### src/rtl/mem_pkg.sv
// Shared definitions for the dual-port memory with sequential data-region clear:
// FSM encoding, default geometry and a region-membership helper.
package mem_pkg;

    typedef enum logic {
        CLEAR = 1'b0,
        READY = 1'b1
    } clr_state_e;

    localparam int DEF_DATA_W   = 8;
    localparam int DEF_ADDR_W   = 8;
    localparam int DEF_CLR_BASE = 128;
    localparam int DEF_CLR_END  = 255;

    // Integer compare keeps the bounds check free of width-saturation surprises.
    function automatic logic in_region(input int addr, input int base, input int last);
        return (addr >= base) && (addr <= last);
    endfunction

endpackage

### src/rtl/dp_mem_clr_if.sv
// Port bundle of dp_mem_clr: fetch port A, load/store port B, clear request and status.
// master = pipeline side, slave = memory side.
interface dp_mem_clr_if #(
    parameter int DATA_W = mem_pkg::DEF_DATA_W,
    parameter int ADDR_W = mem_pkg::DEF_ADDR_W
);

    logic [ADDR_W-1:0] addr_a;
    logic [DATA_W-1:0] data_out_a;
    logic [ADDR_W-1:0] addr_b;
    logic [DATA_W-1:0] data_out_b;
    logic              we_b;
    logic [DATA_W-1:0] write_data_b;
    logic              clear_req;
    logic              busy;
    logic              wr_drop;
    logic              perr_b;
    logic              perr_sticky;

    modport master (
        output addr_a, addr_b, we_b, write_data_b, clear_req,
        input  data_out_a, data_out_b, busy, wr_drop, perr_b, perr_sticky
    );

    modport slave (
        input  addr_a, addr_b, we_b, write_data_b, clear_req,
        output data_out_a, data_out_b, busy, wr_drop, perr_b, perr_sticky
    );

endinterface

### src/rtl/mem_clear_seq.sv
// Clear engine: walks clr_ptr over [CLR_BASE, CLR_END] one word per cycle, and
// decides whether a port-B write reaches the array or is dropped.
module mem_clear_seq
    import mem_pkg::*;
#(
    parameter int ADDR_W   = DEF_ADDR_W,
    parameter int CLR_BASE = DEF_CLR_BASE,
    parameter int CLR_END  = DEF_CLR_END
) (
    input  logic              clk,
    input  logic              rst,
    input  logic              we_b_i,
    input  logic              clear_req_i,
    output logic              clr_we_o,
    output logic [ADDR_W-1:0] clr_addr_o,
    output logic              wr_accept_o,
    output logic              clr_start_o,
    output logic              busy_o,
    output logic              wr_drop_o
);

    localparam logic [ADDR_W-1:0] BASE_A = ADDR_W'(CLR_BASE);
    localparam logic [ADDR_W-1:0] END_A  = ADDR_W'(CLR_END);

    clr_state_e        state_q;
    logic [ADDR_W-1:0] clr_ptr_q;
    logic              busy_q;
    logic              wr_drop_q;

    // Nothing touches the array while reset is held, so a reset edge never clears a word.
    assign clr_we_o    = rst && (state_q == CLEAR);
    assign clr_addr_o  = clr_ptr_q;
    assign clr_start_o = rst && (state_q == READY) && clear_req_i;
    assign wr_accept_o = rst && (state_q == READY) && we_b_i && !clear_req_i;
    assign busy_o      = busy_q;
    assign wr_drop_o   = wr_drop_q;

    // NOTE: state registers use non-blocking assignments so every branch reads pre-edge values.
    always_ff @(posedge clk) begin
        if (!rst) begin
            state_q   <= CLEAR;
            clr_ptr_q <= BASE_A;
            busy_q    <= 1'b1;
            wr_drop_q <= 1'b0;
        end else begin
            wr_drop_q <= we_b_i && !wr_accept_o;
            case (state_q)
                CLEAR: begin
                    if (clr_ptr_q == END_A) begin
                        state_q <= READY;
                        busy_q  <= 1'b0;
                    end else begin
                        clr_ptr_q <= clr_ptr_q + 1'b1;
                    end
                end
                READY: begin
                    if (clear_req_i) begin
                        state_q   <= CLEAR;
                        clr_ptr_q <= BASE_A;
                        busy_q    <= 1'b1;
                    end
                end
                default: begin
                    state_q   <= CLEAR;
                    clr_ptr_q <= BASE_A;
                    busy_q    <= 1'b1;
                end
            endcase
        end
    end

endmodule

### src/rtl/dp_mem_clr.sv
// Shared instruction/data memory: async-read ports A and B, port-B writes, and a
// sequential clear of the data region. Optional parity on port B via MEM_PARITY_EN.
module dp_mem_clr
    import mem_pkg::*;
#(
    parameter int DATA_W   = DEF_DATA_W,
    parameter int ADDR_W   = DEF_ADDR_W,
    parameter int CLR_BASE = DEF_CLR_BASE,
    parameter int CLR_END  = DEF_CLR_END
) (
    input logic         clk,
    input logic         rst,
    dp_mem_clr_if.slave bus
);

    localparam int DEPTH = 1 << ADDR_W;

    logic              clr_we;
    logic [ADDR_W-1:0] clr_addr;
    logic              wr_accept;
    logic              clr_start;
    logic              busy;
    logic              wr_drop;

    logic [DATA_W-1:0] mem_q [DEPTH];

    mem_clear_seq #(
        .ADDR_W  (ADDR_W),
        .CLR_BASE(CLR_BASE),
        .CLR_END (CLR_END)
    ) u_seq (
        .clk        (clk),
        .rst        (rst),
        .we_b_i     (bus.we_b),
        .clear_req_i(bus.clear_req),
        .clr_we_o   (clr_we),
        .clr_addr_o (clr_addr),
        .wr_accept_o(wr_accept),
        .clr_start_o(clr_start),
        .busy_o     (busy),
        .wr_drop_o  (wr_drop)
    );

    // NOTE: the array has no reset; only the clear engine zeroes the data region.
    always_ff @(posedge clk) begin
        if (clr_we) begin
            mem_q[clr_addr] <= '0;
        end else if (wr_accept) begin
            mem_q[bus.addr_b] <= bus.write_data_b;
        end
    end

    assign bus.data_out_a = mem_q[bus.addr_a];
    assign bus.data_out_b = busy ? '0 : mem_q[bus.addr_b];
    assign bus.busy       = busy;
    assign bus.wr_drop    = wr_drop;

`ifdef MEM_PARITY_EN
    logic par_q [DEPTH];
    logic perr_b;
    logic perr_sticky_q;

    always_ff @(posedge clk) begin
        if (clr_we) begin
            par_q[clr_addr] <= 1'b0;
        end else if (wr_accept) begin
            par_q[bus.addr_b] <= ^bus.write_data_b;
        end
    end

    assign perr_b = !busy
                 && in_region(int'(bus.addr_b), CLR_BASE, CLR_END)
                 && ((^mem_q[bus.addr_b]) ^ par_q[bus.addr_b]);

    // A fresh clear also re-arms the sticky flag, and wins over a same-cycle error.
    always_ff @(posedge clk) begin
        if (!rst || clr_start) begin
            perr_sticky_q <= 1'b0;
        end else if (perr_b) begin
            perr_sticky_q <= 1'b1;
        end
    end

    assign bus.perr_b      = perr_b;
    assign bus.perr_sticky = perr_sticky_q;
`else
    logic unused_clr_start;
    assign unused_clr_start = clr_start;
    assign bus.perr_b       = 1'b0;
    assign bus.perr_sticky  = 1'b0;
`endif

endmodule

### src/flat_wrapper.sv
// flat-port wrapper written by rule: the top's interface ports become plain ports
module dp_mem_clr_flat import mem_pkg::*;
#(
    parameter int DATA_W   = DEF_DATA_W,
    parameter int ADDR_W   = DEF_ADDR_W,
    parameter int CLR_BASE = DEF_CLR_BASE,
    parameter int CLR_END  = DEF_CLR_END
)
  (clk, rst, bus_addr_a, bus_addr_b, bus_we_b, bus_write_data_b, bus_clear_req, bus_data_out_a, bus_data_out_b, bus_busy, bus_wr_drop, bus_perr_b, bus_perr_sticky);
  dp_mem_clr_if #(.DATA_W(DATA_W), .ADDR_W(ADDR_W)) bus_i ();
  input logic clk;
  input logic rst;
  input wire logic [$bits(bus_i.addr_a)-1:0] bus_addr_a;
  input wire logic [$bits(bus_i.addr_b)-1:0] bus_addr_b;
  input wire logic [$bits(bus_i.we_b)-1:0] bus_we_b;
  input wire logic [$bits(bus_i.write_data_b)-1:0] bus_write_data_b;
  input wire logic [$bits(bus_i.clear_req)-1:0] bus_clear_req;
  output wire logic [$bits(bus_i.data_out_a)-1:0] bus_data_out_a;
  output wire logic [$bits(bus_i.data_out_b)-1:0] bus_data_out_b;
  output wire logic [$bits(bus_i.busy)-1:0] bus_busy;
  output wire logic [$bits(bus_i.wr_drop)-1:0] bus_wr_drop;
  output wire logic [$bits(bus_i.perr_b)-1:0] bus_perr_b;
  output wire logic [$bits(bus_i.perr_sticky)-1:0] bus_perr_sticky;
  assign bus_i.addr_a = bus_addr_a;
  assign bus_i.addr_b = bus_addr_b;
  assign bus_i.we_b = bus_we_b;
  assign bus_i.write_data_b = bus_write_data_b;
  assign bus_i.clear_req = bus_clear_req;
  assign bus_data_out_a = bus_i.data_out_a;
  assign bus_data_out_b = bus_i.data_out_b;
  assign bus_busy = bus_i.busy;
  assign bus_wr_drop = bus_i.wr_drop;
  assign bus_perr_b = bus_i.perr_b;
  assign bus_perr_sticky = bus_i.perr_sticky;
  dp_mem_clr #(.DATA_W(DATA_W), .ADDR_W(ADDR_W), .CLR_BASE(CLR_BASE), .CLR_END(CLR_END)) u_core (.clk(clk), .rst(rst), .bus(bus_i));
endmodule
### config.mk
export PLATFORM = sky130hd
export DESIGN_NAME = dp_mem_clr_flat
export DESIGN_NICKNAME = d
export VERILOG_FILES = /design/src/rtl/mem_pkg.sv /design/src/rtl/dp_mem_clr_if.sv /design/src/rtl/mem_clear_seq.sv /design/src/rtl/dp_mem_clr.sv /design/src/flat_wrapper.sv
export SDC_FILE = /design/constraint.sdc
export NUM_CORES = 2
export LEC_CHECK = 0
export BUFFER_PORTS_ARGS = -buffer_cell sky130_fd_sc_hd__buf_2
export CORE_ASPECT_RATIO = 0.5
export CORE_MARGIN = 5
export CORE_UTILIZATION = 55
export CTS_BUF_LIST = sky130_fd_sc_hd__clkbuf_16
export CTS_CLUSTER_DIAMETER = 150
export CTS_CLUSTER_SIZE = 16
export DETAILED_ROUTE_END_ITERATION = 12
export PLACE_DENSITY_LB_ADDON = 0.1
export SYNTH_ARGS = -nofsm -noshare
export SYNTH_HDL_FRONTEND = slang
export SYNTH_SLANG_ARGS = --single-unit
### constraint.sdc
create_clock -name clk -period 12.1 [get_ports clk]
set_input_delay 0.605 -clock clk [delete_from_list [all_inputs] [get_ports clk]]
set_output_delay 0.605 -clock clk [all_outputs]
set_load 0.01 [all_outputs]
# [Yosys cells after proc, flatten, opt, wreduce, memory -nomap -nowiden]
# Memories as Yosys holds them, arrays and structs flattened.
# Cells that the tools add are included.
[totals] reg_bits=11 latchBits=0 mem_bits_rw=2048 rom_bits=0 inputBits=28 word_cells=39 memories=1
[memory_table] memory="u_core.mem_q" depth=256 word_bits=8 rd=2 rd_clocked_by_memory_dff=0 wr=1 line="dp_mem_clr.sv:25" rtl="logic [DATA_W-1:0] mem_q [DEPTH];"
[op_classes] n_addsub=1 multipliers=0 n_div=0 order_cmp=0 n_eq_ne=4 shift=0 mux=18 bitwise=1 n_reduce_logical=10
[op_table] cell="two-way mux 8 bit" n=5
[op_table] cell="case mux 8 bit (2 select lines)" n=1
[op_table] cell="two-way mux 1 bit" n=10
[op_table] cell="adder 8 x 1 -> 8 bit, second input constant" n=1
[op_table] cell="== test 8 bit, second input constant" n=1
[op_table] cell="OR reduction 8 bit" n=1
[op_table] cell="logical AND 1 bit" n=5
[op_table] cell="inequality test 2 bit, second input constant" n=2
[op_table] cell="case mux 1 bit (2 select lines)" n=2
[op_table] cell="AND reduction 2 bit" n=2
[op_table] cell="zero test 1 bit" n=2
[op_table] cell="inequality test 2 x 1 -> 1 bit, second input constant" n=1
[op_table] cell="inverter 1 bit" n=1

# [Longest topological paths before layout]
[logic_depth] word_depth=8 depth_mapped=12 mapped_depth_nobuf=8

# [Modules after synthesis]
# Synthesis repeated with hierarchy kept, for this count alone.
[unflattened] hier_cells=5128 hier_area_um2=97006.8
[by_module_without_submodules] module="dp_mem_clr" n_inst=1 cells_each=5068 area_each_um2=96463.8 seq_area_each_um2=61499.0
[by_module_without_submodules] module="mem_clear_seq" n_inst=1 cells_each=60 area_each_um2=543.0 seq_area_each_um2=220.2

# [Worst setup path before layout]
# Ideal clock, no wire load.
[synth_timing] path_kind="input-to-reg" start="in bus_we_b" end="mem u_core.mem_q[0][0] (netlist name), data pin" setup_ns=0.869 t_arrival_ns=4.478 setup_slack_ns=6.753 stages=4 n_path_buf=1 path_cell_list="nand2_1 -> nor3_2 -> clkbuf_1 -> and2_1"
[synth_between] elab_chain_len=7
[synth_lines] element="start: declaration" line="flat_wrapper.sv:15" rtl="input wire logic [$bits(bus_i.we_b)-1:0] bus_we_b;"
[synth_lines] element="logical AND 1 bit (2 in a row)" line="mem_clear_seq.sv:34" rtl="assign wr_accept_o = rst && (state_q == READY) && we_b_i && !clear_req_i;"
[synth_lines] element="two-way mux 1 bit" line="dp_mem_clr.sv:48" rtl="end else if (wr_accept) begin"
[synth_lines] element="two-way mux 1 bit" line="dp_mem_clr.sv:46" rtl="if (clr_we) begin"
[synth_lines] element="two-way mux 1 bit (not written as such)" line="dp_mem_clr.sv:49" rtl="mem_q[bus.addr_b] <= bus.write_data_b;"
[synth_lines] element="OR reduction 8 bit (no line)"
[synth_lines] element="two-way mux 8 bit (no line)"
[synth_lines] element="end: declaration" line="dp_mem_clr.sv:25"
# Every way passes these cells.

# [Final worst setup path]
[layout_timing] start="in bus_addr_b[1]" end="out bus_data_out_b[3]"
[layout_between] elab_chain_len=2
[layout_lines] element="start: declaration" line="flat_wrapper.sv:14" rtl="input wire logic [$bits(bus_i.addr_b)-1:0] bus_addr_b;"
[layout_lines] element="memory (256 x 8 bit)"
[layout_lines] element="two-way mux 8 bit" line="dp_mem_clr.sv:54" rtl="assign bus.data_out_b = busy ? '0 : mem_q[bus.addr_b];"
[layout_lines] element="end: declaration" line="flat_wrapper.sv:19" rtl="output wire logic [$bits(bus_i.data_out_b)-1:0] bus_data_out_b;"
# Every way passes these cells.

==> out/summary.txt <==
Routed Antenna Nets - 0
Detail-routed via count per cell - 7.77
Fin. max-slew vios - 6
Worst path bufs/invs - 4
CP top delay family - compound AO/OA/AOI/OAI gates
Fraction of layout cells with a size suffix above 1 - 18.4%
GRT busiest layer - met2
Worst path cell trace - buf_8, buf_4, nor2b_2, buf_4, a221oi_2, o22ai_1, a2111oi_0, nand3_1, o22ai_2, buf_2
Clock latency on the worst-skew pair - 850 ps
Core box area - 177,000 um2
Area leader, netlist - edfxtp_1
Crit end category - output port
Crit path max fanout - 48
Fin crit share - 57.4%
Register area share after synthesis - 62.6%
Status - finished with violations
Post-CTS Hold Fix Bufs - 0
Mapped Cells - 5,741
GRT met2 Usage - 54.9%
RSZ-0062 raised after global routing - no
Clock tree root driver cell - clkbuf_16
Total GRT Usage - 37.6%
Critical path data arrival time - 6340 ps
Slew HR - -13.1%
Peak VDD IR - 0.0000987 V
CTS Buffer Depth - 4
Hold_ws - 73.3 ps
Fin util - 58.7%
Die Height - 309 um
Initial Util - 55.5%
Nets - 5,672
Global-route wire length before repair - 490,000 um
Total negative slack - 0 ps
Non-Filler Instances - 8,066
Max Cap Violations - 3
Boundary Pins - 48
Detailed Route Iter0 Violations - 11,000
WL final - 359,000 um
CP most frequent cell - buf_4
Ys async rst share - 0%
Setup WS post-layout - 5150 ps
Placed cell count - 7,872
Final Hold Viols - 0
Crit Path Class - primary input to output port
Slew @ Worst Pin - 1680 ps
Placed instance area - 100,000 um2
Input/output buffers - 45
Synth unique cells - 83
Final routed DRC violation total - 0
Setup crit start kind - primary input
Clock sinks - 2,059
Leakage power figure - 37.5 nW
Max incr delay on CP - 1110 ps
Flops & latches, synth - 2,059
Area Growth Syn to Fin - 5.64%
Die area - 188,000 um2
DIE WIDTH - 609 um
Routed length per placed instance - 44.5 um
Hold Path Class - primary input to flip-flop
Synth area leaders - edfxtp_1 62%, mux4_2 13%, mux2i_1 7.0%
CTS resizes - 0
Met1 Track Usage GR - 50.9%
Pre-CTS WS - 5870 ps
Detailed Place HPWL - 243,000 um
Setup Fix Bufs, Post-CTS - 0
Post-synth EDFFs - 2,048
RePlAce Congestion - 1.02
Filler Cells Inserted - 13,300
CTS tree - built
Initial antenna violation count - 31
Post-Syn Area - 98,600 um2
H-tree depth - 4
Commonest non-fill, non-tap cell in the layout - edfxtp_1
Setup-failing EPs final - 0
Final Skew - 30.2 ps
Top_reg_cell synth - edfxtp_1
Failing checks - capacitance limit, slew limit
Row count - 109
Highest-count cells in the layout ignoring fill and taps - 2,048 x edfxtp_1, 692 x mux2i_1, 586 x mux4_2
Top cell type's share of synthesized area - 62.4%
Worst Path Required - 11,490 ps
Tmin final - 6950 ps
TritonCTS Buffers - 154
Met3 Use GR - 15.1%
Largest net degree at the start of global routing - 161
Power Dens Cells - 130 nW/um2
Clk slew on worst S/H paths - 80 ps
Critical Path Slowest Stage Cell - a2111oi_0
Yosys warning count - 0
DR pass1 iterations - 6
Vias in the first global route - 59,700
Design Area, Final - 104,000 um2
GRT overflow - 0
Syn Area/Cell - 17.2 um2
Max Freq - 144 MHz
Total power draw - 13.5 mW
Routed vias - 62,700
[logic make-up (layout without fill, tap and decap cells)]
logic type      after synthesis  in the layout  share of synthesized area, %
other cells                   1             28                       0.00380
buf+inv                     462            374                          3.30
flops                      2059           2059                          62.6
compound gates              836            836                          6.07
simple gates                967            967                          4.52
mux                        1410           1410                          23.4
xor+xnor                      5              5                        0.0444
fa+ha+maj                     1              1                        0.0127
[state kept, by name, indices dropped and copies added, names as in the netlist]
register                 flops
u_core.mem_q              2048
u_core.u_seq.clr_addr_o      8
u_core.u_seq.busy_o          1
u_core.u_seq.state_q         1
u_core.u_seq.wr_drop_o       1
[per-layer routing]
layer | part of all wire, % | up-vias
li1 | - | 23800
met1 | 37 | 32700
met2 | 43 | 5241
met3 | 15 | 950
met4 | 5.1 | 16
met5 | 0.072 | -
[final timing paths]
check                                                 from                    endpoint  slack, ps  cells after the start
worst min-delay path                                   rst  u_core.u_seq.clr_addr_o[4]         70                      3
worst max register to register        u_core.u_seq.state_q         u_core.mem_q[88][3]       7290                      6
worst min register to register  u_core.u_seq.clr_addr_o[5]  u_core.u_seq.clr_addr_o[5]        690                      2
worst max-delay path                         bus_addr_b[1]           bus_data_out_b[3]       5150                     10
[synthesized netlist by cell type (10+ instances only)]
cell,instances
o32ai_1,10
a31oi_1,45
nor2_1,401
nor4_1,22
nand4_1,45
buf_8,39
buf_12,16
nor2b_1,42
nand3b_1,27
dfxtp_1,11
a22oi_1,229
nand2_1,182
buf_2,140
mux4_2,586
buf_1,18
nor3_1,56
mux2_2,33
clkbuf_8,11
or3_1,15
a21oi_1,105
o22ai_1,98
mux2i_1,692
a211oi_1,38
buf_6,31
edfxtp_1,2048
a221oi_1,62
nand3_1,114
and2_1,17
buf_4,68
clkbuf_1,129
o21ai_0,74
mux4_4,10
mux4_1,89
o221ai_1,66
a22o_1,26
[layout make-up]
| cell class | count | area, um2 | area share, % |
|---|---|---|---|
| flip-flops and latches | 2059 | 61700 | 59.3 |
| multi-input cells | 3221 | 33700 | 32.4 |
| clock buffers | 159 | 3980 | 3.82 |
| well taps | 2386 | 2990 | 2.87 |
| repair buffers | 202 | 1570 | 1.51 |
| diodes | 26 | 65.1 | 0.0625 |
| clock inverters | 8 | 38.8 | 0.0373 |
| inverters | 5 | 21.3 | 0.0204 |
[worst reg2reg max path: stages, from the launching register on]
cell	delay, ps
dfxtp_1	540
nor2b_1	280
nand3_1	630
o21ai_1	730
nand3_1	840
buf_4	560
nor2_1	840
[power breakdown]
group | switching [mW] | internal [mW]
Clock | 2.47 | 2.33
Combinational | 0.679 | 0.312
Sequential | 0.00505 | 7.72
Note: power is estimated with default switching activity, not from simulation.
